<file path="src/rtl/percent_display_pkg.sv">
// Shared definitions for the percent display path: FSM encoding, widths,
// clamp default, active-high seven-segment patterns and the double-dabble
// nibble adjustment.
package percent_display_pkg;

    localparam int unsigned PCT_W           = 7;
    localparam int unsigned BCD_W           = 12;
    localparam int unsigned CNT_W           = 3;
    localparam int unsigned DIGIT_W         = 4;
    localparam int unsigned SEG_W           = 7;
    localparam int unsigned PERCENT_MAX_DEF = 100;

    // Counter value of the final (7th) shift iteration.
    localparam logic [CNT_W-1:0] LAST_ITER = CNT_W'(6);

    typedef enum logic {
        ST_IDLE  = 1'b0,
        ST_SHIFT = 1'b1
    } state_e;

    // Active-high patterns, bit order {g,f,e,d,c,b,a}.
    localparam logic [SEG_W-1:0] SEG_BLANK = 7'b0000000;
    localparam logic [SEG_W-1:0] SEG_DIGIT [10] = '{
        7'b0111111,  // 0
        7'b0000110,  // 1
        7'b1011011,  // 2
        7'b1001111,  // 3
        7'b1100110,  // 4
        7'b1101101,  // 5
        7'b1111101,  // 6
        7'b0000111,  // 7
        7'b1111111,  // 8
        7'b1101111   // 9
    };

    // Active-high pattern for a BCD digit; non-decimal codes go blank.
    function automatic logic [SEG_W-1:0] digit_pattern(input logic [DIGIT_W-1:0] d);
        if (d <= DIGIT_W'(9)) begin
            return SEG_DIGIT[d];
        end
        return SEG_BLANK;
    endfunction

    // Add 3 to every nibble >= 5, independently (no inter-nibble carry).
    function automatic logic [BCD_W-1:0] bcd_add3(input logic [BCD_W-1:0] s);
        logic [BCD_W-1:0] r;
        r = s;
        for (int i = 0; i < 3; i++) begin
            if (s[4*i +: 4] >= 4'd5) begin
                r[4*i +: 4] = s[4*i +: 4] + 4'd3;
            end
        end
        return r;
    endfunction

endpackage

</file>
<file path="src/rtl/percent_display_bcd_to_seg.sv">
// BCD digit to seven-segment pattern with blanking and selectable polarity.
// Ports:
//   digit      - BCD digit (codes 10..15 decode to blank)
//   blank      - force all segments off
//   active_low - 1: invert pattern for active-low displays
//   seg_c      - combinational pattern, bit order {g,f,e,d,c,b,a}
module bcd_to_seg
    import percent_display_pkg::*;
(
    input  logic [DIGIT_W-1:0] digit,
    input  logic               blank,
    input  logic               active_low,
    output logic [SEG_W-1:0]   seg_c
);

    logic [SEG_W-1:0] pattern_c;

    // Blank means "all off" at the configured polarity.
    always_comb begin
        pattern_c = blank ? SEG_BLANK : digit_pattern(digit);
        seg_c     = active_low ? ~pattern_c : pattern_c;
    end

endmodule

</file>
<file path="src/rtl/percent_display.sv">
// Percent-lost display: sequential double-dabble conversion of a 7-bit value
// into three BCD digits plus seven-segment drive with leading-zero blanking.
// Ports:
//   clk, reset            - clock, synchronous active-high reset
//   start                 - conversion request (IDLE only)
//   percent_in            - value 0..100; larger codes clamp and flag
//   busy                  - high while shifting
//   done                  - one-cycle pulse when new digits are valid
//   over_range            - last converted input exceeded PERCENT_MAX
//   bcd_hundreds/tens/ones- registered BCD digits
//   seg_hundreds/tens/ones- segment patterns decoded from the BCD digits
module percent_display
    import percent_display_pkg::*;
#(
    parameter bit          AUTO_UPDATE    = 1'b1,
    parameter bit          SEG_ACTIVE_LOW = 1'b1,
    parameter int unsigned PERCENT_MAX    = PERCENT_MAX_DEF
) (
    input  logic               clk,
    input  logic               reset,
    input  logic               start,
    input  logic [PCT_W-1:0]   percent_in,
    output logic               busy,
    output logic               done,
    output logic               over_range,
    output logic [DIGIT_W-1:0] bcd_hundreds,
    output logic [DIGIT_W-1:0] bcd_tens,
    output logic [DIGIT_W-1:0] bcd_ones,
    output logic [SEG_W-1:0]   seg_hundreds,
    output logic [SEG_W-1:0]   seg_tens,
    output logic [SEG_W-1:0]   seg_ones
);

    state_e               state_q,      state_d;
    logic [PCT_W-1:0]     operand_q,    operand_d;
    logic [BCD_W-1:0]     scratch_q,    scratch_d;
    logic [CNT_W-1:0]     cnt_q,        cnt_d;
    logic                 ovr_q,        ovr_d;
    logic [PCT_W-1:0]     last_q,       last_d;
    logic                 busy_q,       busy_d;
    logic                 done_q,       done_d;
    logic                 over_range_q, over_range_d;
    logic [BCD_W-1:0]     bcd_q,        bcd_d;

    logic                 trigger_c;
    logic                 over_c;
    logic [BCD_W-1:0]     adj_c;
    logic [BCD_W+PCT_W-1:0] shift_c;

    // Next-state and datapath for the IDLE/SHIFT conversion FSM.
    always_comb begin
        state_d      = state_q;
        operand_d    = operand_q;
        scratch_d    = scratch_q;
        cnt_d        = cnt_q;
        ovr_d        = ovr_q;
        last_d       = last_q;
        done_d       = 1'b0;
        over_range_d = over_range_q;
        bcd_d        = bcd_q;

        trigger_c = start || (AUTO_UPDATE && (percent_in != last_q));
        over_c    = 32'(percent_in) > PERCENT_MAX;
        adj_c     = bcd_add3(scratch_q);
        shift_c   = {adj_c, operand_q} << 1;

        unique case (state_q)
            ST_IDLE: begin
                if (trigger_c) begin
                    operand_d = over_c ? PCT_W'(PERCENT_MAX) : percent_in;
                    ovr_d     = over_c;
                    last_d    = percent_in;
                    scratch_d = '0;
                    cnt_d     = '0;
                    state_d   = ST_SHIFT;
                end
            end
            ST_SHIFT: begin
                scratch_d = shift_c[BCD_W+PCT_W-1:PCT_W];
                operand_d = shift_c[PCT_W-1:0];
                cnt_d     = cnt_q + CNT_W'(1);
                if (cnt_q == LAST_ITER) begin
                    bcd_d        = shift_c[BCD_W+PCT_W-1:PCT_W];
                    over_range_d = ovr_q;
                    done_d       = 1'b1;
                    state_d      = ST_IDLE;
                end
            end
            default: state_d = ST_IDLE;
        endcase

        busy_d = (state_d == ST_SHIFT);
    end

    // State and output registers.
    always_ff @(posedge clk) begin
        if (reset) begin
            state_q      <= ST_IDLE;
            operand_q    <= '0;
            scratch_q    <= '0;
            cnt_q        <= '0;
            ovr_q        <= 1'b0;
            last_q       <= '0;
            busy_q       <= 1'b0;
            done_q       <= 1'b0;
            over_range_q <= 1'b0;
            bcd_q        <= '0;
        end else begin
            state_q      <= state_d;
            operand_q    <= operand_d;
            scratch_q    <= scratch_d;
            cnt_q        <= cnt_d;
            ovr_q        <= ovr_d;
            last_q       <= last_d;
            busy_q       <= busy_d;
            done_q       <= done_d;
            over_range_q <= over_range_d;
            bcd_q        <= bcd_d;
        end
    end

    assign busy         = busy_q;
    assign done         = done_q;
    assign over_range   = over_range_q;
    assign bcd_hundreds = bcd_q[11:8];
    assign bcd_tens     = bcd_q[7:4];
    assign bcd_ones     = bcd_q[3:0];

    // Leading-zero blanking: tens only shows a zero when hundreds is lit.
    logic blank_h_c;
    logic blank_t_c;
    assign blank_h_c = (bcd_q[11:8] == 4'd0);
    assign blank_t_c = blank_h_c && (bcd_q[7:4] == 4'd0);

    bcd_to_seg u_seg_hundreds (
        .digit      (bcd_q[11:8]),
        .blank      (blank_h_c),
        .active_low (SEG_ACTIVE_LOW),
        .seg_c      (seg_hundreds)
    );

    bcd_to_seg u_seg_tens (
        .digit      (bcd_q[7:4]),
        .blank      (blank_t_c),
        .active_low (SEG_ACTIVE_LOW),
        .seg_c      (seg_tens)
    );

    bcd_to_seg u_seg_ones (
        .digit      (bcd_q[3:0]),
        .blank      (1'b0),
        .active_low (SEG_ACTIVE_LOW),
        .seg_c      (seg_ones)
    );

endmodule

</file>
<file path="config.mk">
export PLATFORM = sky130hd
export DESIGN_NAME = percent_display
export DESIGN_NICKNAME = d
export VERILOG_FILES = /design/src/rtl/percent_display_pkg.sv /design/src/rtl/percent_display_bcd_to_seg.sv /design/src/rtl/percent_display.sv
export SDC_FILE = /design/constraint.sdc
export NUM_CORES = 1
export LEC_CHECK = 0
export ABC_AREA = 0
export CELL_PAD_IN_SITES_DETAIL_PLACEMENT = 0
export CELL_PAD_IN_SITES_GLOBAL_PLACEMENT = 2
export CORE_ASPECT_RATIO = 0.9
export CORE_MARGIN = 2
export CORE_UTILIZATION = 34
export DETAILED_ROUTE_END_ITERATION = 16
export HOLD_SLACK_MARGIN = 0.03
export PLACE_DENSITY = 0.83
export SYNTH_ARGS = -nofsm -noshare
export SYNTH_HDL_FRONTEND = slang
export SYNTH_SLANG_ARGS = --single-unit
</file>
<file path="constraint.sdc">
create_clock -name clk -period 3.1 [get_ports clk]
set_input_delay 0.465 -clock clk [delete_from_list [all_inputs] [get_ports clk]]
set_output_delay 0.465 -clock clk [all_outputs]
set_load 0.03 [all_outputs]
</file>
Yosys cells after proc, flatten, opt, wreduce, memory -nomap -nowiden. Memories as Yosys holds them, arrays and structs flattened. Cells that the tools add are included. W data, S select, Z words.

Register bits after elaboration: 45. ROM bits: 336. Input bits: 10. Memories: 3.

$add $sub $neg: 4. Order comparisons: 10. Equal/unequal tests: 3. Multiplexer cells: 31. Bitwise gates (word level): 7. Reductions and logical operators: 7.

Memories: (name not given) (words 16, bits a word 7, rd ports 1, clocked after Yosys merged registers in 0, write ports 0, RTL line percent_display_pkg.sv:39) `return SEG_DIGIT[d];`; (name not given) (words 16, bits a word 7, rd ports 1, clocked after Yosys merged registers in 0, write ports 0, RTL line percent_display_pkg.sv:39); (name not given) (words 16, bits a word 7, rd ports 1, clocked after Yosys merged registers in 0, write ports 0, RTL line percent_display_pkg.sv:39).

Operator list (count): $mux W7 (16); $pmux W12 S2 (1); $not A7 Y7 (3); $ge A5 B5 Y1 const B (3); $not A4 Y5 (3); $pmux W7 S2 (1); $ge A4 B3 Y1 const B (3); $le A4 B4 Y1 const B (3); $mux W12 (1); $add A4 B2 Y4 const B (2); $logic_not A4 Y1 (2); $mux W4 (2); $gt A7 B7 Y1 const B (1); $ne A7 B7 Y1 (1); $mux W1 (6); $mux W3 (2); $pmux W3 S2 (1); $reduce_and A2 Y1 (2); $add A3 B1 Y3 const B (1); $add A3 B2 Y3 const B (1); $eq A3 B3 Y1 const B (1); $ne A2 B2 Y1 const B (1); $pmux W1 S2 (1); $reduce_or A2 Y1 (1); other kinds (3) (3).

Depth between registers and ports, before layout.
Depth after elaboration: 8. Depth in mapped cells: 7.

By module. A second synthesis with hierarchy kept.

Cells, all modules: 349. Area total of the unflattened synthesis: 3004.1 sq um.

Modules (own cells, without submodules): percent_display (times used 1, cells an instance 240, area an instance 2158.3 sq um); bcd_to_seg at u_seg_hundreds ... (times used 2, cells an instance 35, area an instance 276.5 sq um); bcd_to_seg at u_seg_ones (times used 1, cells an instance 39, area an instance 292.8 sq um).

Worst setup path after synthesis. No wires, ideal clock.

Kind: flip-flop to output port. Start point: register bcd_q[4]. End point: output seg_tens[3]. Arrival: 1.855 ns. Data required time: 2.635 ns. Slack: 0.780 ns. Stages on the path, launching flop included: 6. Buffers on the path: 0. Cells stage by stage: dfxtp_1 -> inv_1 -> ha_1 -> nand2_1 -> o21ai_0 -> o21ai_0.

Longest elaborated chain between the ends: 8. Elaborated cells on any way between the ends: 12. Classes of those cells: 1 x order compare; 6 x mux; 2 x bitwise; 2 x reduce/logical; 1 x memory.

Ends and longest elaborated chain: start, declared (RTL line percent_display.sv:43) `logic [BCD_W-1:0] bcd_q, bcd_d;`; start signal, assigned (RTL line percent_display.sv:107) `bcd_q <= '0;`; start signal, assigned (RTL line percent_display.sv:118) `bcd_q <= bcd_d;`; $not A4 Y5 (implied by the code) (RTL line percent_display_pkg.sv:39); $mem_v2 Z16 W7; $mux W7 (implied by the code) (2 in series) (RTL line percent_display_pkg.sv:39); $mux W7 (RTL line percent_display_pkg.sv:38) `if (d <= DIGIT_W'(9)) begin`; $mux W7 (RTL line percent_display_pkg.sv:41) `return SEG_BLANK;`; $mux W7 * (RTL line percent_display_bcd_to_seg.sv:20) `pattern_c = blank ? SEG_BLANK : digit_pattern(digit);`; $not A7 Y7 * (RTL line percent_display_bcd_to_seg.sv:21) `seg_c = active_low ? ~pattern_c : pattern_c;`; end, declared (RTL line percent_display.sv:30) `output logic [SEG_W-1:0] seg_tens,`.

Every way passes the cells marked *; elsewhere a longest branch is shown, timed or not. The select of a mux whose other input is x is not followed.

Final worst setup path.
Start point: register bcd_q[8]. End point: output seg_hundreds[0].

Longest elaborated chain between the ends: 8. Elaborated cells on any way between the ends: 11. Classes of those cells: 1 x order compare; 6 x mux; 2 x bitwise; 1 x reduce/logical; 1 x memory.

Ends and longest elaborated chain: $not A4 Y5 (implied by the code) (RTL line percent_display_pkg.sv:39); $mem_v2 Z16 W7; $mux W7 (implied by the code) (2 in series) (RTL line percent_display_pkg.sv:39); $mux W7 (RTL line percent_display_pkg.sv:38); $mux W7 (RTL line percent_display_pkg.sv:41); $mux W7 * (RTL line percent_display_bcd_to_seg.sv:20); $not A7 Y7 * (RTL line percent_display_bcd_to_seg.sv:21); end, declared (RTL line percent_display.sv:29) `output logic [SEG_W-1:0] seg_hundreds,`.

Marked as above.

==> load_flow_metrics.sql <==
INSERT INTO impl_metrics (metric_group, metric, value, unit) VALUES
('setup_path', 'timing.setup.critical_path_class', 'reg2out', ''),
('cts', 'maximum_level_of_the_cts_h_tree', '2', ''),
('synthesis', 'ys_types', '42', ''),
('floorplanning', 'chipWidth', '98.2', 'um'),
('placed_design', 'detailedPlacementHpwl', '4040', 'um'),
('floorplanning', 'io_pins', '46', ''),
('floorplanning', 'dieArea', '8710', 'sq um'),
('synthesis', 'mapped_area', '2710', 'sq um'),
('setup_path', 'crit_path_top_delay_cell', 'sky130_fd_sc_hd__clkdlybuf4s50_1', ''),
('setup_path', 'critical_path.max_stage_delay', '690', 'ps'),
('cts', 'clock_latency', '290', 'ps'),
('synthesis', 'ys_ff_latch', '45', ''),
('floorplanning', 'floorplan.die.height', '88.8', 'um'),
('drt', 'wl', '5500', 'um'),
('timing', 'timing.fmax', '360', 'MHz'),
('timing', 'slew_viol_final', '0', ''),
('setup_path', 'r2r_slack', '1320', 'ps'),
('layout', 'multi_input_comb_area', '1660', 'sq um'),
('hold_path', 'holdCritPathClass', 'reg2reg', ''),
('floorplanning', 'initial_utilization', '0.354', ''),
('placed_design', 'placement.io_buffers', '45', ''),
('layout', 'layout.area.seq', '902', 'sq um'),
('placed_design', 'place_area', '3240', 'sq um'),
('timing', 'slew_headroom', '0.649', ''),
('floorplanning', 'row_count', '30', ''),
('global_routing', 'vias_in_the_first_global_route', '2203', ''),
('placed_design', 'pre_cts_slack', '517', 'ps'),
('synthesis', 'synth-compound-area-share', '0.204', ''),
('setup_path', 'worst-endpoint-required', '2630', 'ps'),
('layout', 'design_area', '3360', 'sq um'),
('timing', 'rsz0062_at_grt', 'false', ''),
('timing', 'worstMarginPinSlew', '521', 'ps'),
('timing', 'period_minus_slack', '2780', 'ps'),
('floorplanning', 'core-area', '7660', 'sq um'),
('drt', 'drt.antenna.violating_nets', '0', ''),
('timing', 'final_min_period_over_clock_period', '0.896', ''),
('timing', 'skew', '7.19', 'ps'),
('power_and_ir_drop', 'vdd_drop_max', '0.000234', 'V'),
('setup_path', 'worst-endpoint-arrival', '2310', 'ps'),
('drt', 'drcViolationCount', '0', ''),
('setup_path', 'series_of_cell_instances_along_the_critical_path', 'inv_1 -> ha_1 -> o211ai_1 -> nand2_1 -> o21ai_0 -> clkdlybuf4s50_1', ''),
('cts', 'cts.clk_slew.worst_paths', '80', 'ps'),
('global_routing', 'globalRouteTotalUtil', '0.134', ''),
('layout', 'layout-drive-gt1-share', '0.0518', ''),
('placed_design', 'place.gp.congestion', '0.728', ''),
('status', 'outcome', 'complete, no violations', ''),
('synthesis', 'synth-adder-area-share', '0.115', ''),
('layout', 'antennaDiodeCount', '0', ''),
('cts', 'holdBufCountCts', '0', ''),
('synthesis', 'synth.yosys.warnings', '0', ''),
('cts', 'cts_tree', 'built', ''),
('synthesis', 'sequential_fraction_of_the_synthesis_area', '0.332', ''),
('synthesis', 'syn-num-nets', '364', ''),
('timing', 'fin_worst_hold_slack', '475', 'ps'),
('synthesis', 'async_reset_ff_frac', '0', ''),
('flow_run', 'max_cap_violations', '0', ''),
('cts', 'cts_sinks', '45', ''),
('hold_path', 'worstHoldPathCells', '2', ''),
('drt', 'pre_antenna_drt_iters', '4', ''),
('setup_path', 'timing.critical_path.buf_inv', '2', ''),
('cts', 'cts-resized-gates', '0', ''),
('synthesis', 'yosys.area_share.simple', '0.217', ''),
('global_routing', 'grt_pass1_wl', '9820', 'um'),
('setup_path', 'worstPathMaxFanout', '7', ''),
('cts', 'ctsLongestPathBuffers', '2', ''),
('timing', 'post-route-worst-setup-slack', '323', 'ps'),
('drt', 'wl_per_cell', '11.9', 'um'),
('setup_path', 'dominant_delay_contributor_by_cell_family_on_the_critical_path', 'buffers and inverters', ''),
('layout', 'fillerInstances', '777', ''),
('timing', 'final_hold_viol_count', '0', ''),
('synthesis', 'ys_dominant_reg_cell', 'sky130_fd_sc_hd__dfxtp_1', '');
==> state kept, by name, indices dropped and copies added (netlist names) <==
register    count
busy            1
bcd_q          12
ovr_q           1
cnt_q           3
over_range      1
last_q          7
done            1
scratch_q      12
operand_q       7
==> cell usage after synthesis (2+ instances only) <==
library cell                instances  share of area
sky130_fd_sc_hd__a2111oi_2          4          0.022
sky130_fd_sc_hd__a211oi_1           3         0.0083
sky130_fd_sc_hd__a21oi_1           26          0.048
sky130_fd_sc_hd__a22o_1            11          0.035
sky130_fd_sc_hd__a31oi_1            5          0.012
sky130_fd_sc_hd__buf_2              2         0.0037
sky130_fd_sc_hd__clkbuf_1          14          0.019
sky130_fd_sc_hd__dfxtp_1           45           0.33
sky130_fd_sc_hd__ha_1              25           0.12
sky130_fd_sc_hd__inv_1             20          0.028
sky130_fd_sc_hd__mux2i_1           11          0.041
sky130_fd_sc_hd__nand2_1           37          0.051
sky130_fd_sc_hd__nand2b_1          11          0.025
sky130_fd_sc_hd__nand3_1            9          0.017
sky130_fd_sc_hd__nand3b_1          14          0.039
sky130_fd_sc_hd__nor2_1            26          0.036
sky130_fd_sc_hd__nor2b_1            5          0.012
sky130_fd_sc_hd__nor3_1             3         0.0055
sky130_fd_sc_hd__nor3b_1            4          0.011
sky130_fd_sc_hd__o21ai_0           24          0.044
sky130_fd_sc_hd__xnor2_1            9          0.029
==> placed cells by master, fill, tap and decap left out, types with 11 or more instances in the layout <==
cell	instances
sky130_fd_sc_hd__a21oi_1	25
sky130_fd_sc_hd__nand2_1	37
sky130_fd_sc_hd__mux2i_1	11
sky130_fd_sc_hd__nor2_1	26
sky130_fd_sc_hd__nand2b_1	11
sky130_fd_sc_hd__clkdlybuf4s50_1	45
sky130_fd_sc_hd__ha_1	25
sky130_fd_sc_hd__o21ai_0	23
sky130_fd_sc_hd__a22o_1	11
sky130_fd_sc_hd__nand3b_1	14
sky130_fd_sc_hd__dfxtp_1	44
sky130_fd_sc_hd__inv_1	20
==> stage by stage <==
stage	util	cells
detailed placement	0.424	455
global placement	0.424	455
finish	0.439	463
global route	0.439	463
floorplan	-	329
CTS	0.439	463
==> routing by layer <==
layer | GRT usage | share of wire
met4 | 0.0374 | 0.011
met5 | 0 | 0
met2 | 0.235 | 0.43
met3 | 0.0284 | 0.047
met1 | 0.169 | 0.51
==> worst reg2reg max path: cells and delay by family, from the launching register on <==
| family | cells | cell delay [ps] |
|---|---|---|
| xor+xnor | 1 | 160 |
| buf+inv | 1 | 230 |
| simple gates | 2 | 570 |
| flops | 1 | 330 |
| compound gates | 2 | 380 |
==> worst paths after layout <==
kind / end / start
max: seg_hundreds[0] / bcd_q[8]$_SDFFE_PP0P_
min: operand_q[0]$_SDFFE_PP0P_ / operand_q[0]$_SDFFE_PP0P_
max reg2reg: operand_q[4]$_SDFFE_PP0P_ / last_q[3]$_SDFFE_PP0P_
min reg2reg: operand_q[0]$_SDFFE_PP0P_ / operand_q[0]$_SDFFE_PP0P_
==> cell type report <==
cell class                 instances  share of cell area
clock buffer                       7              0.0257
clock inverter                     1             0.00893
inverter                          20              0.0223
multi-input combinational        245               0.493
sequential                        45               0.268
tap                               96              0.0357
timing repair buffer              49               0.147
==> logic make-up after synthesis <==
| kind of cell | after synthesis |
|---|---|
| AOI/OAI and AO/OA | 84 |
| buffers and inverters | 39 |
| adders and majority gates | 25 |
| muxes | 11 |
| xor gates and xnor gates | 10 |
| and+or+nand+nor | 115 |
| DFF | 45 |
==> power by group <==
group / switching (W) / internal [W]
clock network: 0.000186 / 0.000263
registers: 0.0000135 / 0.000593
logic: 0.0000496 / 0.0000442
No activity file was read; power rests on OpenSTA's default activity.
